<file path="config.mk">
export PLATFORM = sky130hd
export DESIGN_NAME = unidad_control_multiciclo_flat
export DESIGN_NICKNAME = d
export VERILOG_FILES = /design/src/rtl/unidad_control_multiciclo_if.sv /design/src/rtl/unidad_control_multiciclo.sv /design/src/flat_wrapper.sv
export SDC_FILE = /design/constraint.sdc
export NUM_CORES = 1
export LEC_CHECK = 0
export ABC_CLOCK_PERIOD_IN_PS = 3800
export BUFFER_PORTS_ARGS = -buffer_cell sky130_fd_sc_hd__buf_4
export CAP_MARGIN = 20
export CORE_MARGIN = 10
export CORE_UTILIZATION = 45
export DETAILED_ROUTE_END_ITERATION = 8
export PLACE_DENSITY = 0.72
export SLEW_MARGIN = 0
export SYNTH_ARGS = -nofsm -noshare
export SYNTH_HDL_FRONTEND = slang
export SYNTH_SLANG_ARGS = --single-unit
export TNS_END_PERCENT = 30
</file>
<file path="constraint.sdc">
create_clock -name clk -period 3.8 [get_ports clk]
set_input_delay 1.14 -clock clk [delete_from_list [all_inputs] [get_ports clk]]
set_output_delay 1.14 -clock clk [all_outputs]
set_load 0.01 [all_outputs]
</file>
<file path="src/rtl/unidad_control_multiciclo_if.sv">
// Control bundle between the multicycle control unit and the MIPS-subset datapath.
// Carries the IR opcode, the memory handshake, every datapath select/enable and the retire status.
// The control unit drives the master modport; the datapath (or a bench) uses the slave modport.
interface unidad_control_multiciclo_if #(
   parameter int CNT_W = 16
);
   logic [5:0]       op;
   logic             mem_ready;
   logic             PCWrite;
   logic             PCWriteCond;
   logic             IorD;
   logic             MemRead;
   logic             MemToWrite;
   logic             IRWrite;
   logic             MemToReg;
   logic             RegDst;
   logic             RegWrite;
   logic             ALUSrcA;
   logic [1:0]       ALUSrcB;
   logic [2:0]       ALUOp;
   logic [1:0]       PCSource;
   logic             instr_done;
   logic [CNT_W-1:0] instr_count;
   logic             trap;

   modport master (
      input  op, mem_ready,
      output PCWrite, PCWriteCond, IorD, MemRead, MemToWrite, IRWrite,
             MemToReg, RegDst, RegWrite, ALUSrcA, ALUSrcB, ALUOp, PCSource,
             instr_done, instr_count, trap
   );

   modport slave (
      output op, mem_ready,
      input  PCWrite, PCWriteCond, IorD, MemRead, MemToWrite, IRWrite,
             MemToReg, RegDst, RegWrite, ALUSrcA, ALUSrcB, ALUOp, PCSource,
             instr_done, instr_count, trap
   );
endinterface

</file>
<file path="src/rtl/unidad_control_multiciclo.sv">
// Multicycle control FSM: sequences FETCH/DECODE/EXEC/MEM/WB for R, LW, SW, BEQ, ADDI, J; counts retirements.
// Latency at mem_ready=1: BEQ/J 3, R/SW/ADDI 4, LW 5 cycles; undefined op is a 2-cycle NOP unless ILLEGAL_TRAP_EN.
// Backpressure: mem_ready=0 holds FETCH, MEMRD and MEMWR (strobes stay asserted), adding one cycle per low cycle.
module unidad_control_multiciclo #(
   parameter int CNT_W = 16
) (
   input  logic                          clk,
   input  logic                          rst_n,
   unidad_control_multiciclo_if.master   bus
);

   localparam logic [5:0] OP_R    = 6'b000000;
   localparam logic [5:0] OP_LW   = 6'b100011;
   localparam logic [5:0] OP_SW   = 6'b101011;
   localparam logic [5:0] OP_BEQ  = 6'b000100;
   localparam logic [5:0] OP_ADDI = 6'b001000;
   localparam logic [5:0] OP_J    = 6'b000010;

   typedef enum logic [3:0] {
      S_FETCH,
      S_DECODE,
      S_MEMADR,
      S_MEMRD,
      S_MEMWB,
      S_MEMWR,
      S_EXEC,
      S_RTWB,
      S_BRANCH,
      S_ADDIEX,
      S_ADDIWB,
      S_JUMP,
      S_TRAP
   } state_t;

   typedef struct packed {
      logic       pc_write;
      logic       pc_write_cond;
      logic       iord;
      logic       mem_read;
      logic       mem_write;
      logic       ir_write;
      logic       mem_to_reg;
      logic       reg_dst;
      logic       reg_write;
      logic       alu_src_a;
      logic [1:0] alu_src_b;
      logic [2:0] alu_op;
      logic [1:0] pc_source;
      logic       instr_done;
   } ctrl_t;

   state_t           state_q, state_d;
   logic [CNT_W-1:0] cnt_q;
   ctrl_t            ctrl_d;
   ctrl_t            ctrl_o;

   // Output decode and next-state selection from the current state (mem_ready qualifies the memory states)
   always_comb begin
      ctrl_d  = '0;
      state_d = state_q;
      case (state_q)
         S_FETCH: begin
            ctrl_d.mem_read  = 1'b1;
            ctrl_d.alu_src_b = 2'b01;
            ctrl_d.ir_write  = bus.mem_ready;
            ctrl_d.pc_write  = bus.mem_ready;
            if (bus.mem_ready) state_d = S_DECODE;
         end
         S_DECODE: begin
            // ALU precomputes the branch target while the opcode is examined
            ctrl_d.alu_src_b = 2'b11;
            case (bus.op)
               OP_R:          state_d = S_EXEC;
               OP_LW, OP_SW:  state_d = S_MEMADR;
               OP_BEQ:        state_d = S_BRANCH;
               OP_ADDI:       state_d = S_ADDIEX;
               OP_J:          state_d = S_JUMP;
               default: begin
`ifdef ILLEGAL_TRAP_EN
                  state_d = S_TRAP;
`else
                  ctrl_d.instr_done = 1'b1;
                  state_d           = S_FETCH;
`endif
               end
            endcase
         end
         S_MEMADR: begin
            ctrl_d.alu_src_a = 1'b1;
            ctrl_d.alu_src_b = 2'b10;
            state_d          = (bus.op == OP_SW) ? S_MEMWR : S_MEMRD;
         end
         S_MEMRD: begin
            ctrl_d.iord     = 1'b1;
            ctrl_d.mem_read = 1'b1;
            if (bus.mem_ready) state_d = S_MEMWB;
         end
         S_MEMWB: begin
            ctrl_d.mem_to_reg = 1'b1;
            ctrl_d.reg_write  = 1'b1;
            ctrl_d.instr_done = 1'b1;
            state_d           = S_FETCH;
         end
         S_MEMWR: begin
            ctrl_d.iord       = 1'b1;
            ctrl_d.mem_write  = 1'b1;
            ctrl_d.instr_done = bus.mem_ready;
            if (bus.mem_ready) state_d = S_FETCH;
         end
         S_EXEC: begin
            ctrl_d.alu_src_a = 1'b1;
            ctrl_d.alu_op    = 3'b010;
            state_d          = S_RTWB;
         end
         S_RTWB: begin
            ctrl_d.reg_dst    = 1'b1;
            ctrl_d.reg_write  = 1'b1;
            ctrl_d.instr_done = 1'b1;
            state_d           = S_FETCH;
         end
         S_BRANCH: begin
            ctrl_d.alu_src_a     = 1'b1;
            ctrl_d.alu_op        = 3'b001;
            ctrl_d.pc_write_cond = 1'b1;
            ctrl_d.pc_source     = 2'b01;
            ctrl_d.instr_done    = 1'b1;
            state_d              = S_FETCH;
         end
         S_ADDIEX: begin
            ctrl_d.alu_src_a = 1'b1;
            ctrl_d.alu_src_b = 2'b10;
            state_d          = S_ADDIWB;
         end
         S_ADDIWB: begin
            ctrl_d.reg_write  = 1'b1;
            ctrl_d.instr_done = 1'b1;
            state_d           = S_FETCH;
         end
         S_JUMP: begin
            ctrl_d.pc_write   = 1'b1;
            ctrl_d.pc_source  = 2'b10;
            ctrl_d.instr_done = 1'b1;
            state_d           = S_FETCH;
         end
         // Only reachable with the trap build: sink with every strobe low, left only by reset
         S_TRAP:  state_d = S_TRAP;
         default: state_d = S_FETCH;
      endcase
   end

   // State register and retired-instruction counter; reset abandons any instruction in flight
   always_ff @(posedge clk or negedge rst_n) begin
      if (!rst_n) begin
         state_q <= S_FETCH;
         cnt_q   <= '0;
      end else begin
         state_q <= state_d;
         if (ctrl_d.instr_done) cnt_q <= cnt_q + CNT_W'(1);
      end
   end

   // Reset masks the decode so nothing strobes while rst_n is low (FETCH would otherwise read memory)
   always_comb begin
      ctrl_o = rst_n ? ctrl_d : '0;
   end

   assign bus.PCWrite     = ctrl_o.pc_write;
   assign bus.PCWriteCond = ctrl_o.pc_write_cond;
   assign bus.IorD        = ctrl_o.iord;
   assign bus.MemRead     = ctrl_o.mem_read;
   assign bus.MemToWrite  = ctrl_o.mem_write;
   assign bus.IRWrite     = ctrl_o.ir_write;
   assign bus.MemToReg    = ctrl_o.mem_to_reg;
   assign bus.RegDst      = ctrl_o.reg_dst;
   assign bus.RegWrite    = ctrl_o.reg_write;
   assign bus.ALUSrcA     = ctrl_o.alu_src_a;
   assign bus.ALUSrcB     = ctrl_o.alu_src_b;
   assign bus.ALUOp       = ctrl_o.alu_op;
   assign bus.PCSource    = ctrl_o.pc_source;
   assign bus.instr_done  = ctrl_o.instr_done;
   assign bus.instr_count = cnt_q;

`ifdef ILLEGAL_TRAP_EN
   assign bus.trap = rst_n && (state_q == S_TRAP);
`else
   assign bus.trap = 1'b0;
`endif

endmodule
</file>
<file path="src/flat_wrapper.sv">
// flat-port wrapper written by rule: the top's interface ports become plain ports
module unidad_control_multiciclo_flat 
#(
   parameter int CNT_W = 16
)
  (clk, rst_n, bus_op, bus_mem_ready, bus_PCWrite, bus_PCWriteCond, bus_IorD, bus_MemRead, bus_MemToWrite, bus_IRWrite, bus_MemToReg, bus_RegDst, bus_RegWrite, bus_ALUSrcA, bus_ALUSrcB, bus_ALUOp, bus_PCSource, bus_instr_done, bus_instr_count, bus_trap);
  unidad_control_multiciclo_if #(.CNT_W(CNT_W)) bus_i ();
  input  logic clk;
  input  logic rst_n;
  input wire logic [$bits(bus_i.op)-1:0] bus_op;
  input wire logic [$bits(bus_i.mem_ready)-1:0] bus_mem_ready;
  output wire logic [$bits(bus_i.PCWrite)-1:0] bus_PCWrite;
  output wire logic [$bits(bus_i.PCWriteCond)-1:0] bus_PCWriteCond;
  output wire logic [$bits(bus_i.IorD)-1:0] bus_IorD;
  output wire logic [$bits(bus_i.MemRead)-1:0] bus_MemRead;
  output wire logic [$bits(bus_i.MemToWrite)-1:0] bus_MemToWrite;
  output wire logic [$bits(bus_i.IRWrite)-1:0] bus_IRWrite;
  output wire logic [$bits(bus_i.MemToReg)-1:0] bus_MemToReg;
  output wire logic [$bits(bus_i.RegDst)-1:0] bus_RegDst;
  output wire logic [$bits(bus_i.RegWrite)-1:0] bus_RegWrite;
  output wire logic [$bits(bus_i.ALUSrcA)-1:0] bus_ALUSrcA;
  output wire logic [$bits(bus_i.ALUSrcB)-1:0] bus_ALUSrcB;
  output wire logic [$bits(bus_i.ALUOp)-1:0] bus_ALUOp;
  output wire logic [$bits(bus_i.PCSource)-1:0] bus_PCSource;
  output wire logic [$bits(bus_i.instr_done)-1:0] bus_instr_done;
  output wire logic [$bits(bus_i.instr_count)-1:0] bus_instr_count;
  output wire logic [$bits(bus_i.trap)-1:0] bus_trap;
  assign bus_i.op = bus_op;
  assign bus_i.mem_ready = bus_mem_ready;
  assign bus_PCWrite = bus_i.PCWrite;
  assign bus_PCWriteCond = bus_i.PCWriteCond;
  assign bus_IorD = bus_i.IorD;
  assign bus_MemRead = bus_i.MemRead;
  assign bus_MemToWrite = bus_i.MemToWrite;
  assign bus_IRWrite = bus_i.IRWrite;
  assign bus_MemToReg = bus_i.MemToReg;
  assign bus_RegDst = bus_i.RegDst;
  assign bus_RegWrite = bus_i.RegWrite;
  assign bus_ALUSrcA = bus_i.ALUSrcA;
  assign bus_ALUSrcB = bus_i.ALUSrcB;
  assign bus_ALUOp = bus_i.ALUOp;
  assign bus_PCSource = bus_i.PCSource;
  assign bus_instr_done = bus_i.instr_done;
  assign bus_instr_count = bus_i.instr_count;
  assign bus_trap = bus_i.trap;
  unidad_control_multiciclo #(.CNT_W(CNT_W)) u_core (.clk(clk), .rst_n(rst_n), .bus(bus_i));
endmodule
</file>
==> results of run 1 <==
-- flip-flops by register name, indices dropped and copies added, names as in the netlist --
name                    count
u_core.bus.instr_count     16
u_core.state_q              4
-- report_power, final --
part | switching, mW | internal [mW]
Combinational | 0.238 | 0.233
Clock | 0.0643 | 0.107
Sequential | 0.102 | 0.263
Total | 0.404 | 0.603
-- per-layer routing --
metal | share of wire, % | routed length [um] | vias up
li1 | - | - | 608
met1 | 40 | 1330 | 595
met2 | 48 | 1590 | 45
met3 | 10 | 331 | 8
met4 | 1.5 | 51 | 0
met5 | 0 | 0 | -
-- cells in the mapped netlist, drive strengths merged --
library cell,instances,area [sq um]
a21boi,1,7.51
a21oi,3,15.0
a221oi,1,8.76
a22oi,1,7.51
a31o,1,8.76
and2,1,6.26
and3,4,25.0
and4,2,17.5
buf,7,55.1
clkbuf,3,11.3
conb,1,3.75
dfrtp,20,500
ha,1,12.5
inv,4,15.0
maj3,1,11.3
mux2,1,11.3
nand2,18,67.6
nand2b,4,25.0
nand3,9,50.1
nand4,6,37.5
nor2,12,45.0
nor2b,5,31.3
nor3,6,30.0
nor3b,2,15.0
nor4,2,12.5
nor4b,1,8.76
nor4bb,1,10.0
o211a,1,10.0
o211ai,2,15.0
o21a,1,7.51
o21ai,7,35.0
o221ai,2,41.3
o22ai,1,6.26
or2,2,12.5
or3,2,12.5
xnor2,14,123
xor2,4,35.0
-- cell type report --
class                           instances  area [sq um]  share of cell area [%]
Clock buffer                            3          22.5                    1.33
Clock inverter                          1          30.0                    1.78
Inverter                                4          15.0                   0.888
Multi-Input combinational cell        121           769                    45.5
Sequential cell                        20           500                    29.6
Tap cell                               31          38.8                    2.29
Timing Repair Buffer                   42           315                    18.6
-- kinds of logic (layout without fill, tap and decap cells) --
logic type               Yosys count  in the layout  synth area share, %
AND/OR/NAND/NOR                   77             77                 30.2
adder cells (fa/ha/maj)            2              2                 1.76
buffers and inverters             14             50                 6.03
other                              1              2                0.278
XOR/XNOR                          18             18                 11.7
flip-flops                        20             20                 37.1
multiplexers                       1              1                0.836
AO/OA/AOI/OAI                     21             21                 12.1
-- worst paths after layout --
path	startpoint	endpoint	slack (ns)	cells after the start
worst max-delay path	bus_op[0]	bus_instr_done	0.42	6
worst min-delay path	u_core.bus.instr_count[15]	u_core.bus.instr_count[15]	0.49	1
worst max register to register	u_core.state_q[1]	u_core.bus.instr_count[1]	1.68	5
worst min register to register	u_core.bus.instr_count[15]	u_core.bus.instr_count[15]	0.49	1
max in group asynchronous	rst_n	u_core.bus.instr_count[2]	2.84	1
min in group asynchronous	rst_n	u_core.state_q[3]	0.71	1
-- metrics by stage --
| stage | power, mW | hold WS (ns) | std cells | setup WS [ns] | cell area, sq um |
|---|---|---|---|---|---|
| global placement | 0.831 | 0.463 | 218 | 0.408 | 1640 |
| floorplan | 0.677 | 0.508 | 155 | 0.399 | 1350 |
| global route | 1.09 | 0.504 | 222 | 0.379 | 1690 |
| detailed placement | 0.844 | 0.475 | 218 | 0.403 | 1640 |
| finish | 1.01 | 0.487 | 222 | 0.420 | 1690 |
| CTS | 1.02 | 0.491 | 222 | 0.403 | 1690 |
==> qor.txt, run 1 <==
=================================================================================
Run status .........................................................    completed
Portion of the post-synthesis area used by sequential elements .....        37.1%
Kind of capture point of the worst setup path ...................... primary output
Most frequent cells in the layout .................................. 42 x buf_4, 20 x dfrtp_1, 18 x nand2_1
Final Skew .........................................................   0.00805 ns
Crit-path leading delay family ..................................... simple AND/OR/NAND/NOR gates
Endpoint arrival time on the critical path .........................      2.24 ns
Pin count of the biggest net entering global routing ...............           29
Maximum buffer depth of the clock tree .............................            2
Number of hold buffers added after CTS .............................            0
Synth-to-Final Area Change .........................................        25.5%
Post-synthesis instance area .......................................   1350 sq um
Hold violation count in the final report ...........................            0
Number of CTS-inserted buffers .....................................            3
Maximum clock frequency ............................................      296 MHz
Critical path buffers and inverters ................................            2
Floorplan row count ................................................           19
Total power per unit cell area .....................................  595 nW/um^2
Max-cap violations .................................................            0
Clock tree root driver cell ........................................     clkbuf_4
Met2 track utilization from global routing .........................        20.4%
Total Routing Usage GR .............................................        11.7%
DR vias ............................................................         1256
Detailed Route WL ..................................................      3310 um
Total of fill cells in the finished design .........................          252
Final worst path period need .......................................      3.38 ns
M3 GR Usage ........................................................        4.07%
Number of pins with negative max-slew slack in the final report ....            0
Floorplan Core Area ................................................   2810 sq um
Fraction of final layout cells with drive strength greater than 1 ..        28.8%
Antenna diode count ................................................            0
Synthesized area per cell ..........................................   8.75 sq um
Number of levels the H-tree was split into .........................            1
Post-route setup TNS ...............................................         0 ns
Residual overflow from global routing ..............................            0
Detailed-route wire length per cell ................................      14.9 um
Die boundary height ................................................      74.7 um
Die ar. ............................................................   5580 sq um
Post-route clock period utilization ................................        88.9%
# nets final .......................................................          202
Worst path max stage delay .........................................      0.33 ns
Unique masters post-synth ..........................................           42
Util after Layout ..................................................        60.3%
Cells after Synth ..................................................          154
Average via count per standard cell ................................         5.66
Library cell appearing most often on the critical path .............        buf_4
Clk slew on worst S/H paths ........................................      0.11 ns
Unrepaired setup endpoints after global routing ....................           no
DPL Wire Length ....................................................      2610 um
RePlAce Congestion .................................................        0.790
Drt pass-1 iters ...................................................            4
Sort of element at the start of the critical path ..................    input pin
GRT met1 Usage .....................................................        12.9%
Max-slew headroom ..................................................        59.0%
Starting utilization of the core area ..............................        48.0%
Setup repair bufs after CTS ........................................            0
Crit Path Max Fanout ...............................................            4
Crit path kind .....................................................       in2out
Required time of the critical path .................................      2.66 ns
Post-cts repair resize count .......................................            0
Post-synthesis register bit count ..................................           20
Leakage dissipation ................................................     0.780 nW
Clock tree from TritonCTS ..........................................          yes
1st-iter DRT viols .................................................           81
Number of antenna violations at the first check in global routing ..            0
Number of global-route vias before repair ..........................         1227
Clock tree sinks ...................................................           20
Grt peak-use layer .................................................         met2
Buffers on Ports ...................................................           41
Standard cell with the maximum stage delay on the critical path ....        or2_2
Width of the die ...................................................      74.7 um
Source-to-sink clock delay at the later pin of the worst-skew pair .      0.30 ns
Residual DRC .......................................................            0
Count of yosys warnings during synthesis ...........................            0
Final Setup Violations .............................................            0
Top-Level Pins .....................................................           44
Commonest non-fill, non-tap cell in the layout .....................        buf_4
Least-Margin Pin Slew ..............................................     0.614 ns
First-pass GRT wire length .........................................      5360 um
IR Drop Worst-Case VDD .............................................     0.424 mV
Min-Delay Path Class ...............................................      reg2reg
Remaining antenna violation count ..................................            0
Cells along the critical path ...................................... buf_4 > or2_2 > o221ai_2 > o221ai_4 > and2_1 > buf_4
=================================================================================
No activity file was read; power rests on OpenSTA's default activity.
==> inputs of run 2 (changes only) <==
--- a/config.mk
+++ b/config.mk
@@ -6,12 +6,12 @@
 export NUM_CORES = 1
 export LEC_CHECK = 0
 export ABC_CLOCK_PERIOD_IN_PS = 3800
-export BUFFER_PORTS_ARGS = -buffer_cell sky130_fd_sc_hd__buf_4
+export BUFFER_PORTS_ARGS = -buffer_cell sky130_fd_sc_hd__buf_2
 export CAP_MARGIN = 20
 export CORE_MARGIN = 10
 export CORE_UTILIZATION = 45
 export DETAILED_ROUTE_END_ITERATION = 8
-export PLACE_DENSITY = 0.72
+export PLACE_DENSITY = 0.79
 export SLEW_MARGIN = 0
 export SYNTH_ARGS = -nofsm -noshare
 export SYNTH_HDL_FRONTEND = slang
==> run 2 against run 1 <==
Critical path depth unchanged. Combinational power is 7.6% lower. Global-route usage increased by 1.4 points. First-iteration DRC count is 75% higher. Worst setup slack worse by 0.027 ns. Register-to-register slack worse by 0.02 ns. Final area shrank 6.6%. Power shrank 8.2%. Maximum frequency fell by 0.80%. Clock skew fell by 0.0015 ns. Sequential power about the same. Sequential cell count did not move. Largest cell class unchanged. Largest power group unchanged. Highest routed layer unchanged.
==> qor.txt, run 2 (same netlist as run 1, synthesis figures left out) <==
=================================================================================
Number of CTS-inserted buffers .....................................            3   unchanged
Synth-to-Final Area Change .........................................        17.3%   was 25.5%
Unrepaired setup endpoints after global routing ....................           no   unchanged
Setup repair bufs after CTS ........................................            0   unchanged
Number of antenna violations at the first check in global routing ..            0   unchanged
Post-cts repair resize count .......................................            0   unchanged
Placement Cell Area ................................................   1540 sq um   was 1640 sq um
Worst Slack Setup Final ............................................     0.393 ns   was 0.420 ns
Fraction of final layout cells with drive strength greater than 1 ..        29.2%   was 28.8%
Library cell appearing most often on the critical path .............        buf_2   was buf_4
Buffers on Ports ...................................................           41   unchanged
Worst path max stage delay .........................................      0.33 ns   about the same
Floorplan Core Area ................................................   2810 sq um   unchanged
Max-slew headroom ..................................................        58.9%   was 59.0%
Largest register FFs ...............................................           16   unchanged
Post-route clock period utilization ................................        89.7%   was 88.9%
Cells along the critical path ...................................... buf_2 > or2_2 > o221ai_2 > o221ai_4 > and2_1 > buf_2   was buf_4 > or2_2 > o221ai_2 > o221ai_4 > and2_1 > buf_4
Clock tree from TritonCTS ..........................................          yes   unchanged
Residual overflow from global routing ..............................            0   unchanged
Starting utilization of the core area ..............................        48.0%   unchanged
Maximum clock frequency ............................................      294 MHz   was 296 MHz
Detailed Route WL ..................................................      3520 um   was 3310 um
Final Skew .........................................................   0.00658 ns   was 0.00805 ns
1st-iter DRT viols .................................................          142   was 81
Drt pass-1 iters ...................................................            4   unchanged
Final worst path period need .......................................      3.41 ns   was 3.38 ns
Standard cell with the maximum stage delay on the critical path ....        or2_2   unchanged
DPL Wire Length ....................................................      2790 um   was 2610 um
First-pass GRT wire length .........................................      6030 um   was 5360 um
Commonest non-fill, non-tap cell in the layout .....................        buf_2   was buf_4
Clk slew on worst S/H paths ........................................      0.11 ns   about the same
Area of all placed cells without fillers ...........................   1580 sq um   was 1690 sq um
Hold violation count in the final report ...........................            0   unchanged
Sort of element at the start of the critical path ..................    input pin   unchanged
Total Routing Usage GR .............................................        13.1%   was 11.7%
Worst setup slack before clock tree synthesis ......................     0.374 ns   was 0.403 ns
Least-Margin Pin Slew ..............................................     0.617 ns   was 0.614 ns
Min-Delay Path Class ...............................................      reg2reg   unchanged
Width of the die ...................................................      74.7 um   unchanged
Crit Path Max Fanout ...............................................            4   unchanged
Top-Level Pins .....................................................           44   unchanged
Run status .........................................................    completed   unchanged
Crit path kind .....................................................       in2out   unchanged
Number of pins with negative max-slew slack in the final report ....            0   unchanged
Number of global-route vias before repair ..........................         1346   was 1227
Floorplan row count ................................................           19   unchanged
Remaining antenna violation count ..................................            0   unchanged
Detailed-route wire length per cell ................................      15.8 um   was 14.9 um
Source-to-sink clock delay at the later pin of the worst-skew pair .      0.30 ns   about the same
Crit-path leading delay family ..................................... simple AND/OR/NAND/NOR gates   unchanged
Max-cap violations .................................................            0   unchanged
Die ar. ............................................................   5580 sq um   unchanged
Antenna diode count ................................................            0   unchanged
Final Setup Violations .............................................            0   unchanged
Hold Slack .........................................................     0.481 ns   was 0.487 ns
Residual DRC .......................................................            0   unchanged
Most frequent cells in the layout .................................. 41 x buf_2, 20 x dfrtp_1, 18 x nand2_1   was 42 x buf_4, 20 x dfrtp_1, 18 x nand2_1
Maximum buffer depth of the clock tree .............................            2   unchanged
Clock tree sinks ...................................................           20   unchanged
RePlAce Congestion .................................................        0.867   was 0.790
Clock tree root driver cell ........................................     clkbuf_4   unchanged
IR Drop Worst-Case VDD .............................................     0.418 mV   was 0.424 mV
Die boundary height ................................................      74.7 um   unchanged
Pin count of the biggest net entering global routing ...............           23   was 29
Required time of the critical path .................................      2.66 ns   about the same
Post-route setup TNS ...............................................         0 ns   unchanged
Average via count per standard cell ................................         5.77   was 5.66
Leakage dissipation ................................................     0.767 nW   was 0.780 nW
Kind of capture point of the worst setup path ...................... primary output   unchanged
Total power consumption of the routed design .......................     0.924 mW   was 1.01 mW
Number of levels the H-tree was split into .........................            1   unchanged
# nets final .......................................................          203   was 202
Number of hold buffers added after CTS .............................            0   unchanged
Endpoint arrival time on the critical path .........................      2.27 ns   was 2.24 ns
Total of fill cells in the finished design .........................          278   was 252
DR vias ............................................................         1286   was 1256
Total power per unit cell area .....................................  585 nW/um^2   was 595 nW/um^2
Critical path buffers and inverters ................................            2   unchanged
=================================================================================
-- run 2: worst register-to-register path: cells and delay by family, from the launching register on --
family | cells | cell delay, ns
muxes | 1 | 0.35
buffers and inverters | 1 | 0.25
and+or+nand+nor | 2 | 0.65
AOI/OAI and AO/OA | 1 | 0.16
DFF | 1 | 0.62
-- run 2: where the power goes --
group          switching (mW)  leakage, nW  internal [mW]  total (mW)
Sequential              0.103        0.265          0.263       0.366
Combinational           0.239        0.481          0.197       0.435
Clock                  0.0639       0.0210         0.0585       0.122
-- run 2: area by class of cell --
class / count / area, sq um / share of cell area, %
Sequential cell: 20 / 500 / 31.7
Multi-Input combinational cell: 121 / 769 / 48.7
Inverter: 4 / 15.0 / 0.950
Clock buffer: 4 / 36.3 / 2.30
Tap cell: 31 / 38.8 / 2.45
Timing Repair Buffer: 43 / 220 / 13.9
-- run 2: path summary, 6_finish.rpt --
| check | startpoint | to | slack, ns | depth (start not counted) |
|---|---|---|---|---|
| worst max-delay path | bus_op[0] | bus_instr_done | 0.39 | 6 |
| worst min-delay path | u_core.bus.instr_count[15] | u_core.bus.instr_count[15] | 0.48 | 1 |
| worst max register to register | u_core.state_q[1] | u_core.bus.instr_count[1] | 1.66 | 5 |
| worst min register to register | u_core.bus.instr_count[15] | u_core.bus.instr_count[15] | 0.48 | 1 |
| max in group asynchronous | rst_n | u_core.bus.instr_count[4] | 2.68 | 2 |
| min in group asynchronous | rst_n | u_core.bus.instr_count[13] | 0.65 | 1 |
-- run 2: through the flow --
step	instances	utilization [%]
5_1_grt	223	56.3
6_report	223	56.3
4_1_cts	223	56.3
3_3_place_gp	219	55.0
2_1_floorplan	155	-
3_5_place_dp	219	55.0
-- run 2: layer usage --
metal,global-route usage (%),vias to the layer above,routed length (um)
met1,14.4,614,1410
met4,6.09,0,100
met3,3.15,13,242
met5,0,-,0
li1,-,607,-
met2,23.3,52,1760
==> inputs of run 3 (changes only) <==
--- a/config.mk
+++ b/config.mk
@@ -5,9 +5,10 @@
 export SDC_FILE = /design/constraint.sdc
 export NUM_CORES = 1
 export LEC_CHECK = 0
-export ABC_CLOCK_PERIOD_IN_PS = 3800
+export ABC_CLOCK_PERIOD_IN_PS = 4350
 export BUFFER_PORTS_ARGS = -buffer_cell sky130_fd_sc_hd__buf_2
 export CAP_MARGIN = 20
+export CORE_ASPECT_RATIO = 0.6
 export CORE_MARGIN = 10
 export CORE_UTILIZATION = 45
 export DETAILED_ROUTE_END_ITERATION = 8
==> constraint.sdc (replaced) <==
create_clock -name clk -period 4.35 [get_ports clk]
set_input_delay 1.305 -clock clk [delete_from_list [all_inputs] [get_ports clk]]
set_output_delay 1.305 -clock clk [all_outputs]
set_load 0.01 [all_outputs]
==> run 3 against run 2 <==
Power down 12%. Clock power down 4%. First-iteration DRC count down 73%. Core utilization down 0.65 points. Critical endpoint unchanged. Critical path depth unchanged. Sequential cell count unchanged. Final cell count up 4.5%. Worst hold slack worse by 0.0073 ns. Largest cell class unchanged. Global-route usage down 1.7 points. Count of clock-buffer cells in the layout down 1. Final area up 1.2%.
==> qor.txt, run 3 (same netlist as run 1, synthesis figures left out) <==
=================================================================================
Setup repair bufs after CTS ........................................            0   unchanged
Clk slew on worst S/H paths ........................................      0.07 ns   was 0.11 ns
Buffers on Ports ...................................................           41   unchanged
# nets final .......................................................          203   unchanged
Clock tree sinks ...................................................           20   unchanged
Number of antenna violations at the first check in global routing ..            0   unchanged
Standard cell with the maximum stage delay on the critical path ....       maj3_2   was or2_2
Residual DRC .......................................................            0   unchanged
Remaining antenna violation count ..................................            0   unchanged
Commonest non-fill, non-tap cell in the layout .....................        buf_2   unchanged
Die ar. ............................................................   5660 sq um   was 5580 sq um
Final Skew .........................................................   0.00311 ns   was 0.00658 ns
Worst path max stage delay .........................................      0.33 ns   about the same
Top-Level Pins .....................................................           44   unchanged
Detailed-route wire length per cell ................................      14.2 um   was 15.8 um
Floorplan Core Area ................................................   2870 sq um   was 2810 sq um
Final Setup Violations .............................................            0   unchanged
Maximum buffer depth of the clock tree .............................            2   unchanged
Unrepaired setup endpoints after global routing ....................           no   unchanged
Total power per unit cell area .....................................  508 nW/um^2   was 585 nW/um^2
RePlAce Congestion .................................................        0.879   was 0.867
Detailed Route WL ..................................................      3310 um   was 3520 um
Clock tree from TritonCTS ..........................................          yes   unchanged
Number of cells on the worst hold path .............................            1   unchanged
Hold violation count in the final report ...........................            0   unchanged
Worst-case reg-to-reg path depth ...................................            5   unchanged
Pin count of the biggest net entering global routing ...............           24   was 23
Average via count per standard cell ................................         5.31   was 5.77
Max-cap violations .................................................            0   unchanged
DR vias ............................................................         1238   was 1286
Run status .........................................................    completed   unchanged
Leakage dissipation ................................................     0.768 nW   was 0.767 nW
Post-route clock period utilization ................................        85.8%
Number of levels the H-tree was split into .........................            1   unchanged
Hold path endpoint ................................................. u_core.bus.instr_count[15]   unchanged
Reg2reg start ...................................................... u_core.state_q[1]   unchanged
Crit Path Max Fanout ...............................................            6   was 4
Total power consumption of the routed design .......................     0.812 mW   was 0.924 mW
Antenna diode count ................................................            0   unchanged
Number of hold buffers added after CTS .............................            0   unchanged
Final worst path period need .......................................      3.73 ns
Total Routing Usage GR .............................................        11.4%   was 13.1%
Drt pass-1 iters ...................................................            4   unchanged
Number of pins with negative max-slew slack in the final report ....            0   unchanged
1st-iter DRT viols .................................................           38   was 142
IR Drop Worst-Case VDD .............................................     0.379 mV   was 0.418 mV
Placement Cell Area ................................................   1560 sq um   was 1540 sq um
Library cell appearing most often on the critical path .............        buf_2   unchanged
Min-Delay Path Class ...............................................      reg2reg   unchanged
DPL Wire Length ....................................................      2520 um   was 2790 um
First-pass GRT wire length .........................................      5650 um   was 6030 um
Maximum clock frequency ............................................      268 MHz
Required time of the critical path .................................      3.04 ns   was 2.66 ns
Register-to-register setup slack ...................................      2.23 ns   was 1.66 ns
Clock tree root driver cell ........................................     clkbuf_8   was clkbuf_4
Kind of capture point of the worst setup path ...................... primary output   unchanged
Die boundary height ................................................      62.4 um   was 74.7 um
Max-slew headroom ..................................................        59.8%   was 58.9%
Endpoint arrival time on the critical path .........................      2.43 ns   was 2.27 ns
Floorplan row count ................................................           15   was 19
Area of all placed cells without fillers ...........................   1600 sq um   was 1580 sq um
Source-to-sink clock delay at the later pin of the worst-skew pair .      0.25 ns   was 0.30 ns
Synth-to-Final Area Change .........................................        18.7%   was 17.3%
Width of the die ...................................................      90.6 um   was 74.7 um
Residual overflow from global routing ..............................            0   unchanged
Post-cts repair resize count .......................................            0   unchanged
Least-Margin Pin Slew ..............................................     0.602 ns   was 0.617 ns
Starting utilization of the core area ..............................        46.9%   was 48.0%
Total of fill cells in the finished design .........................          270   was 278
Post-route setup TNS ...............................................         0 ns   unchanged
Most frequent cells in the layout .................................. 41 x buf_2, 20 x dfrtp_1, 18 x nand2_1   unchanged
Cells along the critical path ...................................... buf_2 > maj3_2 > o221ai_2 > o221ai_4 > and2_1 > buf_2   was buf_2 > or2_2 > o221ai_2 > o221ai_4 > and2_1 > buf_2
Crit path kind .....................................................       in2out   unchanged
Largest register FFs ...............................................           16   unchanged
Fraction of final layout cells with drive strength greater than 1 ..        28.8%   was 29.2%
Number of CTS-inserted buffers .....................................            3   unchanged
Startpoint of the worst hold path .................................. u_core.bus.instr_count[15]   unchanged
Sort of element at the start of the critical path ..................    input pin   unchanged
Reg2reg end ........................................................ u_core.bus.instr_count[1]   unchanged
Number of global-route vias before repair ..........................         1192   was 1346
=================================================================================
run 3: cell count changes in the layout (fill, tap and decap cells not counted):
cell      before  now
clkbuf_4       3    0
clkbuf_8       1    3
run 3: through the flow:
stage,setup slack [ns],instances,hold WS [ns],utilization (%)
5_1_grt,0.540,233,0.523,55.7
4_1_cts,0.606,233,0.472,55.7
6_report,0.616,233,0.474,55.7
3_3_place_gp,0.633,230,0.456,54.2
2_1_floorplan,0.619,155,0.508,-
3_5_place_dp,0.621,230,0.463,54.2
run 3: worst max-delay path: cells and delay by family:
kind / cells / cell delay, ns
compound gates: 2 / 0.34
fa+ha+maj: 1 / 0.33
simple gates: 1 / 0.17
buf+inv: 2 / 0.27
run 3: where the power goes:
part	switching [mW]	internal (mW)	leakage (nW)
logic	0.205	0.171	0.481
clock network	0.0555	0.0615	0.0216
registers	0.0888	0.230	0.265
total	0.349	0.463	0.768
run 3: area by class of cell:
class                           count  area [sq um]  share of cell area [%]
Sequential cell                    20           500                    31.3
Timing Repair Buffer               43           220                    13.8
Clock buffer                        3          41.3                    2.58
Multi-Input combinational cell    121           769                    48.1
Inverter                            4          15.0                   0.939
Tap cell                           42          52.6                    3.29
run 3: worst max path at each step:
stage	cells past startpoint	end	start	slack, ns
after CTS	6	bus_instr_done	bus_op[2]	0.61
after global placement	6	bus_instr_done	bus_op[0]	0.63
after floorplan	6	bus_instr_done	bus_op[3]	0.62
final	6	bus_instr_done	bus_op[2]	0.62
after global routing	6	bus_instr_done	bus_op[2]	0.54
after detailed placement	6	bus_instr_done	bus_op[2]	0.62
run 3: per-layer routing:
metal	share of wire, %	global-route usage (%)
met1	48	14.9
met2	44	18.1
met3	7.6	3.72
met4	0.30	1.98
met5	0	0
